===== src/rtl/vga_sync_decode.sv =====
// Receive-side sync decoder: rebuilds column/row counters from an incoming
// HSync/VSync pair and qualifies the timing into a lock indication.
module vga_sync_decode #(
   parameter int TOTAL_COLS  = 800,
   parameter int TOTAL_ROWS  = 525,
   parameter int ACTIVE_COLS = 640,
   parameter int ACTIVE_ROWS = 480,
   parameter int LOCK_FRAMES = 2
) (
   input  logic       i_Clk,
   input  logic       i_Rst,
   input  logic       i_HSync,
   input  logic       i_VSync,
   output logic       o_HSync,
   output logic       o_VSync,
   output logic [9:0] o_Col_Count,
   output logic [9:0] o_Row_Count,
   output logic       o_Frame_Start,
   output logic       o_Locked,
   output logic       o_Sync_Err
);

   localparam logic [9:0]  COL_LAST  = 10'(TOTAL_COLS - 1);
   localparam logic [9:0]  ROW_LAST  = 10'(TOTAL_ROWS - 1);
   localparam logic [9:0]  HACT_LAST = 10'(ACTIVE_COLS - 1);
   localparam logic [9:0]  VACT_LAST = 10'(ACTIVE_ROWS - 1);
   localparam logic [19:0] TO_LAST   = 20'(2 * TOTAL_COLS * TOTAL_ROWS - 1);
   localparam logic [7:0]  GOOD_LAST = 8'(LOCK_FRAMES - 1);

   typedef enum logic [1:0] {UNLOCKED, ACQUIRE, LOCKED} state_e;

   state_e      state_q, state_d;
   logic        hSync_q, vSync_q;
   logic [9:0]  colCount_q, colCount_d;
   logic [9:0]  rowCount_q, rowCount_d, rowNext;
   logic        frameStart_q;
   logic        syncErr_q, syncErr_d;
   logic        locked_q, locked_d;
   logic [7:0]  good_q, good_d;
   logic        dirty_q, dirty_d;
   logic [19:0] timeout_q, timeout_d;
   logic        hRise, hFall, vRise, vFall;
   logic        mismatch, timeoutHit;

   // Edges compare the live input against last cycle's registered copy.
   always_comb begin
      hRise    = i_HSync & ~hSync_q;
      hFall    = ~i_HSync & hSync_q;
      vRise    = i_VSync & ~vSync_q;
      vFall    = ~i_VSync & vSync_q;
      mismatch = 1'b0;
      if (vRise) begin
         if (colCount_q != COL_LAST || rowCount_q != ROW_LAST) mismatch = 1'b1;
      end else if (hRise && colCount_q != COL_LAST) begin
         mismatch = 1'b1;
      end
      if (hFall && colCount_q != HACT_LAST) mismatch = 1'b1;
      if (vFall && (colCount_q != COL_LAST || rowCount_q != VACT_LAST)) mismatch = 1'b1;
   end

   always_comb begin
      rowNext    = (rowCount_q == ROW_LAST) ? 10'd0 : rowCount_q + 10'd1;
      colCount_d = colCount_q + 10'd1;
      rowCount_d = rowCount_q;
      if (vRise) begin
         colCount_d = 10'd0;
         rowCount_d = 10'd0;
      end else if (hRise || colCount_q == COL_LAST) begin
         colCount_d = 10'd0;
         rowCount_d = rowNext;
      end
   end

   // A frame is clean only if nothing went wrong since the previous VSync rise.
   always_comb begin
      state_d    = state_q;
      good_d     = good_q;
      dirty_d    = vRise ? 1'b0 : (dirty_q | mismatch);
      timeoutHit = ~vRise && (timeout_q == TO_LAST);
      timeout_d  = (vRise || timeoutHit) ? 20'd0 : timeout_q + 20'd1;
      case (state_q)
         UNLOCKED: begin
            if (vRise) begin
               state_d = ACQUIRE;
               good_d  = 8'd0;
            end
         end
         ACQUIRE: begin
            if (mismatch) begin
               good_d = 8'd0;
            end else if (vRise && !dirty_q) begin
               good_d = good_q + 8'd1;
               if (good_q == GOOD_LAST) state_d = LOCKED;
            end
         end
         LOCKED: begin
            if (mismatch) begin
               state_d = ACQUIRE;
               good_d  = 8'd0;
            end
         end
         default: state_d = UNLOCKED;
      endcase
      if (timeoutHit) begin
         state_d = UNLOCKED;
         good_d  = 8'd0;
      end
      syncErr_d = timeoutHit | (mismatch & (state_q != UNLOCKED));
      locked_d  = (state_d == LOCKED);
   end

   always_ff @(posedge i_Clk) begin
      if (i_Rst) begin
         state_q      <= UNLOCKED;
         hSync_q      <= 1'b0;
         vSync_q      <= 1'b0;
         colCount_q   <= 10'd0;
         rowCount_q   <= 10'd0;
         frameStart_q <= 1'b0;
         syncErr_q    <= 1'b0;
         locked_q     <= 1'b0;
         good_q       <= 8'd0;
         dirty_q      <= 1'b0;
         timeout_q    <= 20'd0;
      end else begin
         state_q      <= state_d;
         hSync_q      <= i_HSync;
         vSync_q      <= i_VSync;
         colCount_q   <= colCount_d;
         rowCount_q   <= rowCount_d;
         frameStart_q <= vRise;
         syncErr_q    <= syncErr_d;
         locked_q     <= locked_d;
         good_q       <= good_d;
         dirty_q      <= dirty_d;
         timeout_q    <= timeout_d;
      end
   end

   assign o_HSync       = hSync_q;
   assign o_VSync       = vSync_q;
   assign o_Col_Count   = colCount_q;
   assign o_Row_Count   = rowCount_q;
   assign o_Frame_Start = frameStart_q;
   assign o_Locked      = locked_q;
   assign o_Sync_Err    = syncErr_q;

endmodule

===== config.mk =====
export PLATFORM = sky130hd
export DESIGN_NAME = vga_sync_decode
export DESIGN_NICKNAME = d
export VERILOG_FILES = /design/src/rtl/vga_sync_decode.sv
export SDC_FILE = /design/constraint.sdc
export NUM_CORES = 1
export LEC_CHECK = 0
export CAP_MARGIN = 25
export CORE_ASPECT_RATIO = 0.9
export CORE_MARGIN = 8
export CORE_UTILIZATION = 55
export CTS_CLUSTER_DIAMETER = 200
export DETAILED_ROUTE_END_ITERATION = 8
export PLACE_DENSITY_LB_ADDON = 0.1
export SYNTH_ARGS = -nofsm -noshare
export SYNTH_HDL_FRONTEND = slang
export SYNTH_SLANG_ARGS = --single-unit

===== constraint.sdc =====
create_clock -name i_Clk -period 5.6 [get_ports i_Clk]
set_input_delay 1.4 -clock i_Clk [delete_from_list [all_inputs] [get_ports i_Clk]]
set_output_delay 1.4 -clock i_Clk [all_outputs]
set_load 0.02 [all_outputs]

## Yosys cells after proc, flatten, opt, wreduce, memory -nomap -nowiden

Index checks and enable logic that the tools add are counted.

| word-level totals | value |
|---|---|
| bits in registers | 56 |
| input port bits | 4 |
| logic and storage cells | 77 |

| cells by class | value |
|---|---|
| $add $sub $neg | 4 |
| equality and inequality tests | 14 |
| mux-type cells | 18 |
| bitwise logic cells | 12 |
| reduce and logical (&&, ||, !) cells | 18 |

Operator list:

| operator | count |
|---|---|
| 8-bit two-way mux | 4 |
| 10-bit inequality test, second input constant | 3 |
| 8-bit case mux with 3 select lines | 1 |
| 10-bit by 1-bit adder with 10-bit output, second input constant | 2 |
| 20-bit by 1-bit adder with 20-bit output, second input constant | 1 |
| 10-bit == test, second input constant | 2 |
| 20-bit == test, second input constant | 1 |
| 2-bit two-way mux | 6 |
| 10-bit two-way mux | 1 |
| 10-bit by 9-bit inequality test with 1-bit output, second input constant | 1 |
| 8-bit by 1-bit adder with 8-bit output, second input constant | 1 |
| 8-bit by 1-bit == test with 1-bit output, second input constant | 1 |
| 2-bit case mux with 3 select lines | 1 |
| 2-bit OR reduction | 3 |
| 1-bit bitwise AND | 5 |
| 1-bit logical AND | 5 |
| 1-bit two-way mux | 5 |
| 1-bit NOT | 5 |
| 2-bit == test, second input constant | 2 |
| 1-bit logical OR | 4 |
| 2-bit inequality test, second input constant | 2 |
| 4-bit AND reduction | 1 |
| 3-bit inequality test, second input constant | 1 |
| 3-bit nonzero test | 1 |
| other kinds (6) | 7 |

## Logic depth before layout (Yosys ltp)

Gate-level depths: netlist of the first run.

| depth | value |
|---|---|
| word-level depth | 11 |
| gate-level depth with buffers | 9 |
| depth with buffers taken out | 8 |

## Worst setup path after synthesis of the first run

Ideal clock, no wire load.

| timing | value |
|---|---|
| path type | input port to flip-flop |
| start | input i_VSync |
| end | register good_q[1] |
| library setup time | 0.075 ns |
| data arrival time | 3.024 ns |
| setup slack | 2.501 ns |
| stages on the path | 7 |
| buffers on the path | 1 |
| cells stage by stage | nor2b_1 a22oi_1 o211ai_1 or4_1 buf_2 or4_1 a22oi_2 |

| between the ends | value |
|---|---|
| word-level cells in the longest chain between the ends | 6 |
| elaborated cells between the ends (all ways) | 17 |
| classes of those cells | eq/ne (3); mux (5); bitwise (4); reduce/logical (5) |

Ends and longest elaborated chain:

| item | line | source |
|---|---|---|
| start, declared | 13 | `input logic i_VSync,` |
| 1-bit bitwise AND / 1-bit NOT (equally long branches) | 49, 50 |  |
| 1-bit two-way mux / 1-bit bitwise AND (equally long branches) | 52, 50 |  |
| 1-bit two-way mux / 1-bit logical AND (equally long branches) | 57, 58 |  |
| 1-bit two-way mux | 58 | `if (vFall && (colCount_q != COL_LAST \|\| rowCount_q != VACT_LAST)) mismatch = 1'b1;` |
| 3-bit inequality test (no source line), or another cell as far along | n/a |  |
| 4-bit AND reduction (no source line) / 8-bit case mux with 3 select lines (equally long branches) | n/a |  |
| end signal, assigned | 134 | `good_q <= good_d;` |
| end, declared | 39 | `logic [7:0] good_q, good_d;` |

Parallel ways exist; a longest one is shown, timed or not.
A chain may end at the register's enable or synchronous reset.

## Final worst setup path of the first run

Ends and elaborated chain as after synthesis.

==> impl_results.rst, run 1 <==
.. list-table::
   :header-rows: 1

   * - Metric
     - Value
   * - Classification of the worst setup path
     - in2reg
   * - Fraction of power consumed by combinational cells
     - 6.2%
   * - Global-route wire length before repair
     - 9590 µm
   * - Origin of the worst min-delay path
     - timeout_q[0]$_SDFF_PP0_
   * - Data arrival at the endpoint of the critical path
     - 3660 ps
   * - Hold Path Cell Cnt
     - 1
   * - # diodes
     - 0
   * - Worst hold-check path type
     - reg2reg
   * - CP max FO
     - 8
   * - Final setup violating endpoints
     - 0
   * - Total congestion overflow after global routing
     - 0
   * - Total of hold buffers inserted after clock tree synthesis
     - 0
   * - CTS sink cnt
     - 56
   * - Peak ir drop on the vdd network
     - 142 µV
   * - Hold Violations, Final
     - 0
   * - Total via count after detailed routing
     - 2247
   * - Initial antenna violation count
     - 0
   * - Type of origin of the critical path
     - input port
   * - Part of the power in registers
     - 60.3%
   * - Synth Instances
     - 309
   * - Area overhead of the layout relative to synthesis
     - 16.5%
   * - Number of clock buffers inserted by TritonCTS
     - 5
   * - Horizontal die dimension
     - 88.6 µm
   * - Detailed-route wire length per cell
     - 14.0 µm
   * - Worst reg2reg path startpoint
     - o_Row_Count[0]$_SDFFE_PP0P_
   * - Worst skew pair latency
     - 300 ps
   * - Number of gates resized after CTS
     - 0
   * - Cell-internal power
     - 0.000518 W
   * - Final worst-path cycle share
     - 61.3%
   * - Relative contribution of the clock network to total power
     - 33.5%
   * - Clk_skew
     - 7.72 ps
   * - CTS tree
     - done
   * - Core Box Area
     - 0.00452 mm²
   * - Flip-flop and latch count after synthesis
     - 56
   * - Root buffer selected by CTS
     - sky130_fd_sc_hd__clkbuf_8
   * - Layout Cell Area excl Fill
     - 0.00304 mm²
   * - Detailed placement HPWL
     - 4130 µm
   * - Switching power share of the total
     - 23.5%
   * - Starting Density
     - 57.7%
   * - Number of enable-type register cells in the synthesized netlist
     - 0
   * - Highest clock rate
     - 291 MHz
   * - Aggregate global-route resource usage
     - 16.4%
   * - P per Cell Area
     - 223 mW/mm²
   * - Area of the mapped netlist
     - 0.00261 mm²
   * - Final net count
     - 349
   * - Register area share after synthesis
     - 43.0%
   * - DIE AREA
     - 0.00720 mm²
   * - Endpoint class of the critical path
     - flop
   * - Worst Reg2Reg Path Length in Cells
     - 8
   * - Largest stage delay, worst path
     - 690 ps
   * - Number of buffers added on ports
     - 28
   * - Share of synthesized registers carrying an async set or reset
     - 0%
   * - Max-cap violations
     - 0
   * - Setup Fix Bufs, Post-CTS
     - 0
   * - Net Count, Synth
     - 319
   * - Most used DFF post-synth
     - sky130_fd_sc_hd__dfxtp_1
   * - Reg2reg setup slack
     - 2800 ps
   * - Vert. Die Dim
     - 81.3 µm
   * - Synthesized area per cell
     - 8.44 µm²
   * - Fin Setup TNS
     - 0 ps
   * - # fillers
     - 403
   * - Detailed-route DRC error count
     - 0
   * - Placed cell area
     - 0.00295 mm²
   * - CTS clk-pin slew, worst paths
     - 100 ps
   * - Std cell rows
     - 23
   * - Min cycle time layout
     - 3430 ps
   * - Result of the run
     - completed
   * - Antenna Violating Nets Remaining
     - 0
   * - Worst reg2reg endpoint
     - good_q[1]$_SDFFE_PP0P_
   * - Clock Tree Buf Depth
     - 2
   * - Cell leakage power
     - 1.06 nW
   * - Unrepaired setup endpoints after global routing
     - no
   * - Largest net degree at the start of global routing
     - 20
   * - Via-per-instance ratio
     - 5.59
   * - Unique cell type count in the Yosys netlist
     - 41
   * - Routability congestion estimate
     - 0.895
   * - Worst-case headroom to the max-slew limit
     - 43.5%
   * - Proportion of layout cells with a drive suffix above 1
     - 4.41%
   * - Critical path, cell by cell
     - clkdlybuf4s50_1 -> nor2b_1 -> a22oi_1 -> o211ai_1 -> or4_1 -> or4_1 -> a22oi_2
   * - Total number of yosys warnings
     - 0
   * - Critical Path Most Common Cell
     - sky130_fd_sc_hd__or4_1
   * - Sw Pwr
     - 0.000159 W
   * - End point of the most critical hold path
     - timeout_q[0]$_SDFF_PP0_
   * - IO Count
     - 29
   * - Worst Tran Pin Value
     - 840 ps
   * - H-tree depth
     - 2
   * - Pre-Repair DR Iteration Count
     - 4
   * - Drt first-iter violations
     - 169
   * - Worst EP required
     - 5830 ps
   * - DRT Wirelength
     - 5650 µm
   * - Via count of the first global-routing pass
     - 2053
   * - Final Max Slew Viols
     - 0
   * - Standard cell with the maximum stage delay on the critical path
     - sky130_fd_sc_hd__or4_1
-- cells by family after synthesis --
family | after synthesis | synth area share, %
AOI/OAI and AO/OA | 35 | 8.69
xor gates and xnor gates | 34 | 11.4
adders and majority gates | 6 | 2.88
buffers and inverters | 12 | 1.78
DFF | 56 | 43.0
and+or+nand+nor | 166 | 32.2
-- synth_stat cells (2+ instances only) --
master                     number  area [µm²]
sky130_fd_sc_hd__nor2b_1        5        31.3
sky130_fd_sc_hd__or3_1          9        56.3
sky130_fd_sc_hd__nor3_1         6        30.0
sky130_fd_sc_hd__nand4_1        8        50.1
sky130_fd_sc_hd__xor2_1        22         193
sky130_fd_sc_hd__a21o_1         7        52.6
sky130_fd_sc_hd__a31o_2         2        17.5
sky130_fd_sc_hd__or2_2          2        12.5
sky130_fd_sc_hd__nor2_1        51         191
sky130_fd_sc_hd__and4_1         2        17.5
sky130_fd_sc_hd__clkbuf_1       4        15.0
sky130_fd_sc_hd__nor4_1         4        25.0
sky130_fd_sc_hd__nand3b_1       3        22.5
sky130_fd_sc_hd__o21ai_0        3        15.0
sky130_fd_sc_hd__nor4b_1        2        17.5
sky130_fd_sc_hd__nand3_1       19        95.1
sky130_fd_sc_hd__dfxtp_1       56        1120
sky130_fd_sc_hd__inv_1          7        26.3
sky130_fd_sc_hd__or4_1          3        22.5
sky130_fd_sc_hd__xnor2_1       12         105
sky130_fd_sc_hd__ha_1           6        75.1
sky130_fd_sc_hd__a21oi_1       14        70.1
sky130_fd_sc_hd__and3_1         7        43.8
sky130_fd_sc_hd__nand2b_1       7        43.8
sky130_fd_sc_hd__nand2_1       32         120
-- area by class of cell --
class	instances	area [µm²]	share of cell area [%]
inverter	7	26.3	0.865
clock buffer	6	82.6	2.72
clock inverter	2	10.0	0.329
timing repair buffer	28	280	9.23
multi-input combinational	241	1440	47.4
tap	62	77.6	2.55
sequential	56	1120	36.9
-- through the flow --
stage                     utilization (%)  power [W]  hold WS, ps  instances  setup WS, ps
after global placement               65.2   0.000459          448        394          1900
after floorplan                         -   0.000443          430        309          2500
after global routing                 67.2   0.000702          502        402          2070
after detailed placement             65.2   0.000460          458        394          1860
final                                67.2   0.000677          474        402          2170
after CTS                            67.2   0.000681          482        402          2170
-- state kept, by name, indices dropped and copies added, names as in the netlist --
register / cells
dirty_q: 1
good_q: 8
o_Col_Count: 10
o_Frame_Start: 1
o_HSync: 1
o_Locked: 1
o_Row_Count: 10
o_Sync_Err: 1
o_VSync: 1
state_q: 2
timeout_q: 20
-- worst max-delay path: cells and delay by family --
kind | cells | cell delay (ps)
AO/OA/AOI/OAI | 3 | 450
buffers and inverters | 1 | 450
AND/OR/NAND/NOR | 3 | 1360
-- cells in the final DEF (no fill, tap or decap), types with 2 or more instances in the layout --
master	instances
sky130_fd_sc_hd__dfxtp_1	56
sky130_fd_sc_hd__nor2_1	51
sky130_fd_sc_hd__nand2_1	32
sky130_fd_sc_hd__clkdlybuf4s50_1	28
sky130_fd_sc_hd__xor2_1	22
sky130_fd_sc_hd__nand3_1	19
sky130_fd_sc_hd__a21oi_1	14
sky130_fd_sc_hd__xnor2_1	12
sky130_fd_sc_hd__or3_1	9
sky130_fd_sc_hd__nand4_1	8
sky130_fd_sc_hd__inv_1	7
sky130_fd_sc_hd__and3_1	7
sky130_fd_sc_hd__nand2b_1	7
sky130_fd_sc_hd__a21o_1	7
sky130_fd_sc_hd__nor3_1	6
sky130_fd_sc_hd__ha_1	6
sky130_fd_sc_hd__clkbuf_8	6
sky130_fd_sc_hd__nor2b_1	5
sky130_fd_sc_hd__nor4_1	4
sky130_fd_sc_hd__or4_1	3
sky130_fd_sc_hd__nand3b_1	3
sky130_fd_sc_hd__o21ai_0	3
sky130_fd_sc_hd__and4_1	2
sky130_fd_sc_hd__a31o_2	2
sky130_fd_sc_hd__or2_2	2
sky130_fd_sc_hd__nor4b_1	2
sky130_fd_sc_hd__clkinv_2	2
-- metal layers --
metal  GRT usage [%]  up-vias  part of all wire (%)
met1            20.6     1057                    47
met2            27.4       59                    47
met4            4.38        0                  0.78
met3            3.73        4                   5.2
met5               0        -                     0
li1                -     1127                     -
-- power groups by stage --
| stage | clock network [W] | registers (W) | logic [W] |
|---|---|---|---|
| after floorplan | 0 | 0.000419 | 0.0000244 |
| after global placement | 0 | 0.000417 | 0.0000413 |
| after detailed placement | 0 | 0.000417 | 0.0000422 |
| after CTS | 0.000231 | 0.000408 | 0.0000425 |
| after global routing | 0.000247 | 0.000409 | 0.0000464 |
| final | 0.000226 | 0.000408 | 0.0000422 |
-- how the worst max path moves through the flow --
stage / startpoint / to / cells after the start
floorplan: i_VSync / good_q[1]$_SDFFE_PP0P_ / 7
global placement: i_VSync / good_q[1]$_SDFFE_PP0P_ / 7
detailed placement: i_VSync / good_q[1]$_SDFFE_PP0P_ / 7
CTS: i_VSync / good_q[1]$_SDFFE_PP0P_ / 7
global route: i_VSync / good_q[1]$_SDFFE_PP0P_ / 7
finish: i_VSync / good_q[1]$_SDFFE_PP0P_ / 7
Note: power is estimated with default switching activity, not from simulation.
==> run 2, diff against run 1 <==
==> constraint.sdc (replaced) <==
create_clock -name i_Clk -period 3.2 [get_ports i_Clk]
set_input_delay 0.8 -clock i_Clk [delete_from_list [all_inputs] [get_ports i_Clk]]
set_output_delay 0.8 -clock i_Clk [all_outputs]
set_load 0.02 [all_outputs]
==> run 2 against run 1 <==
  * Clock skew rose by 2.3 ps
  * Flip-flop and latch count did not move
  * Core utilization rose by 0.69 points
  * Power rose by 76%
  * Worst setup slack got worse by 1600 ps
  * First-iteration DRC count fell by 45%
  * Global-route usage fell by 0.060 points
  * Final cell count rose by 1.0%
  * Combinational power rose by 82%
  * Largest power group unchanged
  * Die area did not move
  * Critical path type unchanged
==> impl_results.rst, run 2 (synthesized netlist as in run 1, its figures left out) <==
.. list-table::
   :header-rows: 1

   * - Metric
     - Value
   * - Most frequent standard cell in the layout excluding fill and tap cells
     - sky130_fd_sc_hd__dfxtp_1
   * - Proportion of layout cells with a drive suffix above 1
     - 5.23% (+0.82 points)
   * - Aggregate global-route resource usage
     - 16.3% (-0.060 points)
   * - H-tree depth
     - 2 (unchanged)
   * - Detailed-route wire length per cell
     - 13.4 µm (-4.4%)
   * - Total congestion overflow after global routing
     - 0 (unchanged)
   * - Detailed-route DRC error count
     - 0 (unchanged)
   * - Total of hold buffers inserted after clock tree synthesis
     - 0 (unchanged)
   * - Commonest non-fill, non-tap cells in the layout
     - sky130_fd_sc_hd__dfxtp_1 (56), sky130_fd_sc_hd__nor2_1 (51), sky130_fd_sc_hd__nand2_1 (32)
   * - Highest clock rate
     - 379 MHz
   * - Worst Slack Setup Final
     - 560 ps (-1610 ps)
   * - Type of origin of the critical path
     - input port
   * - Root buffer selected by CTS
     - sky130_fd_sc_hd__clkbuf_8
   * - Multi-input combinational cell area
     - 0.00144 mm² (unchanged)
   * - IO Count
     - 29 (unchanged)
   * - Number of gates resized after CTS
     - 0 (unchanged)
   * - Drt first-iter violations
     - 93 (-45%)
   * - Worst hold-check path type
     - reg2reg
   * - Worst Tran Pin Value
     - 844 ps (+4.10 ps)
   * - Horizontal die dimension
     - 88.6 µm (unchanged)
   * - Critical path, cell by cell
     - clkdlybuf4s50_1 -> nor2b_1 -> a22oi_1 -> o211ai_1 -> or4_1 -> or4_1 -> a22oi_2
   * - Standard cell with the maximum stage delay on the critical path
     - sky130_fd_sc_hd__or4_1
   * - Area overhead of the layout relative to synthesis
     - 17.7%
   * - Post-layout total power
     - 0.00119 W (+76%)
   * - Max-cap violations
     - 0 (unchanged)
   * - Antenna Violating Nets Remaining
     - 0 (unchanged)
   * - Number of flip-flops under the largest register name
     - 20 (unchanged)
   * - Routability congestion estimate
     - 0.844 (-5.7%)
   * - Std cell rows
     - 23 (unchanged)
   * - Via-per-instance ratio
     - 5.38 (-3.7%)
   * - Worst skew pair latency
     - 310 ps (about the same)
   * - Number of clock buffers inserted by TritonCTS
     - 5 (unchanged)
   * - Endpoint class of the critical path
     - flop
   * - Clock Tree Buf Depth
     - 2 (unchanged)
   * - Pre-Repair DR Iteration Count
     - 4 (unchanged)
   * - CTS sink cnt
     - 56 (unchanged)
   * - Worst-case headroom to the max-slew limit
     - 43.2% (-0.28 points)
   * - Clk_skew
     - 10.1 ps (+2.35 ps)
   * - Largest reg by FF count
     - timeout_q
   * - Final setup violating endpoints
     - 0 (unchanged)
   * - Initial antenna violation count
     - 0 (unchanged)
   * - Via count of the first global-routing pass
     - 2118 (+3.2%)
   * - Core Box Area
     - 0.00452 mm² (unchanged)
   * - P per Cell Area
     - 387 mW/mm² (+74%)
   * - Worst EP required
     - 3440 ps (-2390 ps)
   * - Starting Density
     - 57.7% (unchanged)
   * - Vert. Die Dim
     - 81.3 µm (unchanged)
   * - Largest stage delay, worst path
     - 530 ps (-160 ps)
   * - Number of buffers added on ports
     - 28 (unchanged)
   * - Setup Fix Bufs, Post-CTS
     - 0 (unchanged)
   * - GR met3 Demand/Resource
     - 4.03% (+0.30 points)
   * - Hold Violations, Final
     - 0 (unchanged)
   * - # diodes
     - 0 (unchanged)
   * - DIE AREA
     - 0.00720 mm² (unchanged)
   * - CTS tree
     - done
   * - Fraction of met1 tracks used by global routing
     - 21.0% (+0.43 points)
   * - Combined buffer and inverter count along the critical path
     - 1 (unchanged)
   * - CP max FO
     - 5 (-3)
   * - Storage cell area
     - 0.00112 mm² (unchanged)
   * - DRT Wirelength
     - 5450 µm (-3.5%)
   * - Global-route met2 utilization
     - 25.7% (-1.7 points)
   * - Minimum setup slack after placement
     - 254 ps (-1600 ps)
   * - Global-route wire length before repair
     - 9470 µm (-1.2%)
   * - Cell leakage power
     - 1.08 nW (+1.2%)
   * - Peak ir drop on the vdd network
     - 299 µV (+110%)
   * - Result of the run
     - completed
   * - Classification of the worst setup path
     - in2reg
   * - Data arrival at the endpoint of the critical path
     - 2880 ps (-780 ps)
   * - Detailed placement HPWL
     - 4040 µm (-2.1%)
   * - CTS clk-pin slew, worst paths
     - 90 ps (about the same)
   * - Global route hottest layer
     - met2
   * - Total via count after detailed routing
     - 2185 (-2.8%)
   * - Final worst-path cycle share
     - 82.5%
   * - Cell type group with the largest total delay on the critical path
     - simple AND/OR/NAND/NOR gates
   * - Critical Path Most Common Cell
     - sky130_fd_sc_hd__or4_1
   * - # fillers
     - 396 (-1.7%)
   * - Fin Setup TNS
     - 0 ps (unchanged)
   * - Final Max Slew Viols
     - 0 (unchanged)
   * - Min cycle time layout
     - 2640 ps
   * - Largest net degree at the start of global routing
     - 20 (unchanged)
   * - Unrepaired setup endpoints after global routing
     - no
   * - Final net count
     - 353 (+1.1%)
-- run 2: changes by cell type in the layout (fill, tap and decap cells not counted) --
cell,change
sky130_fd_sc_hd__clkinvlp_4,+1
sky130_fd_sc_hd__buf_4,+4
sky130_fd_sc_hd__clkbuf_1,+1
sky130_fd_sc_hd__clkinv_2,-2
-- run 2: layout make-up --
type / count / area share, %
inverters: 7 / 0.856
clock buffers: 7 / 2.81
multi-input cells: 241 / 46.9
flip-flops and latches: 56 / 36.5
clock inverters: 1 / 0.245
well taps: 62 / 2.53
repair buffers: 32 / 10.1
-- run 2: stage by stage --
stage / area (µm²) / instances / util, % / hold WS, ps
after detailed placement: 2980 / 398 / 65.9 / 457
after floorplan: 2610 / 309 / - / 430
after global routing: 3070 / 406 / 67.9 / 523
final: 3070 / 406 / 67.9 / 474
after CTS: 3070 / 406 / 67.9 / 480
after global placement: 2980 / 398 / 65.9 / 448
-- run 2: report_power, final --
part | switching [W] | internal [W]
sequential | 0.00000902 | 0.000705
combinational | 0.0000466 | 0.0000301
clock | 0.000221 | 0.000176
-- run 2: path summary, 6_finish.rpt --
path	startpoint	endpoint	slack [ps]	cells past startpoint
hold / removal	timeout_q[0]$_SDFF_PP0_	timeout_q[0]$_SDFF_PP0_	470	1
setup / recovery	i_VSync	good_q[1]$_SDFFE_PP0P_	560	7
hold reg to reg	timeout_q[0]$_SDFF_PP0_	timeout_q[0]$_SDFF_PP0_	470	1
setup reg to reg	o_Row_Count[0]$_SDFFE_PP0P_	good_q[1]$_SDFFE_PP0P_	620	8
-- run 2: metal layers --
metal	share of wire (%)	vias up
li1	-	1134
met1	51	1003
met2	44	41
met3	3.7	7
met4	1.2	0
met5	0	-
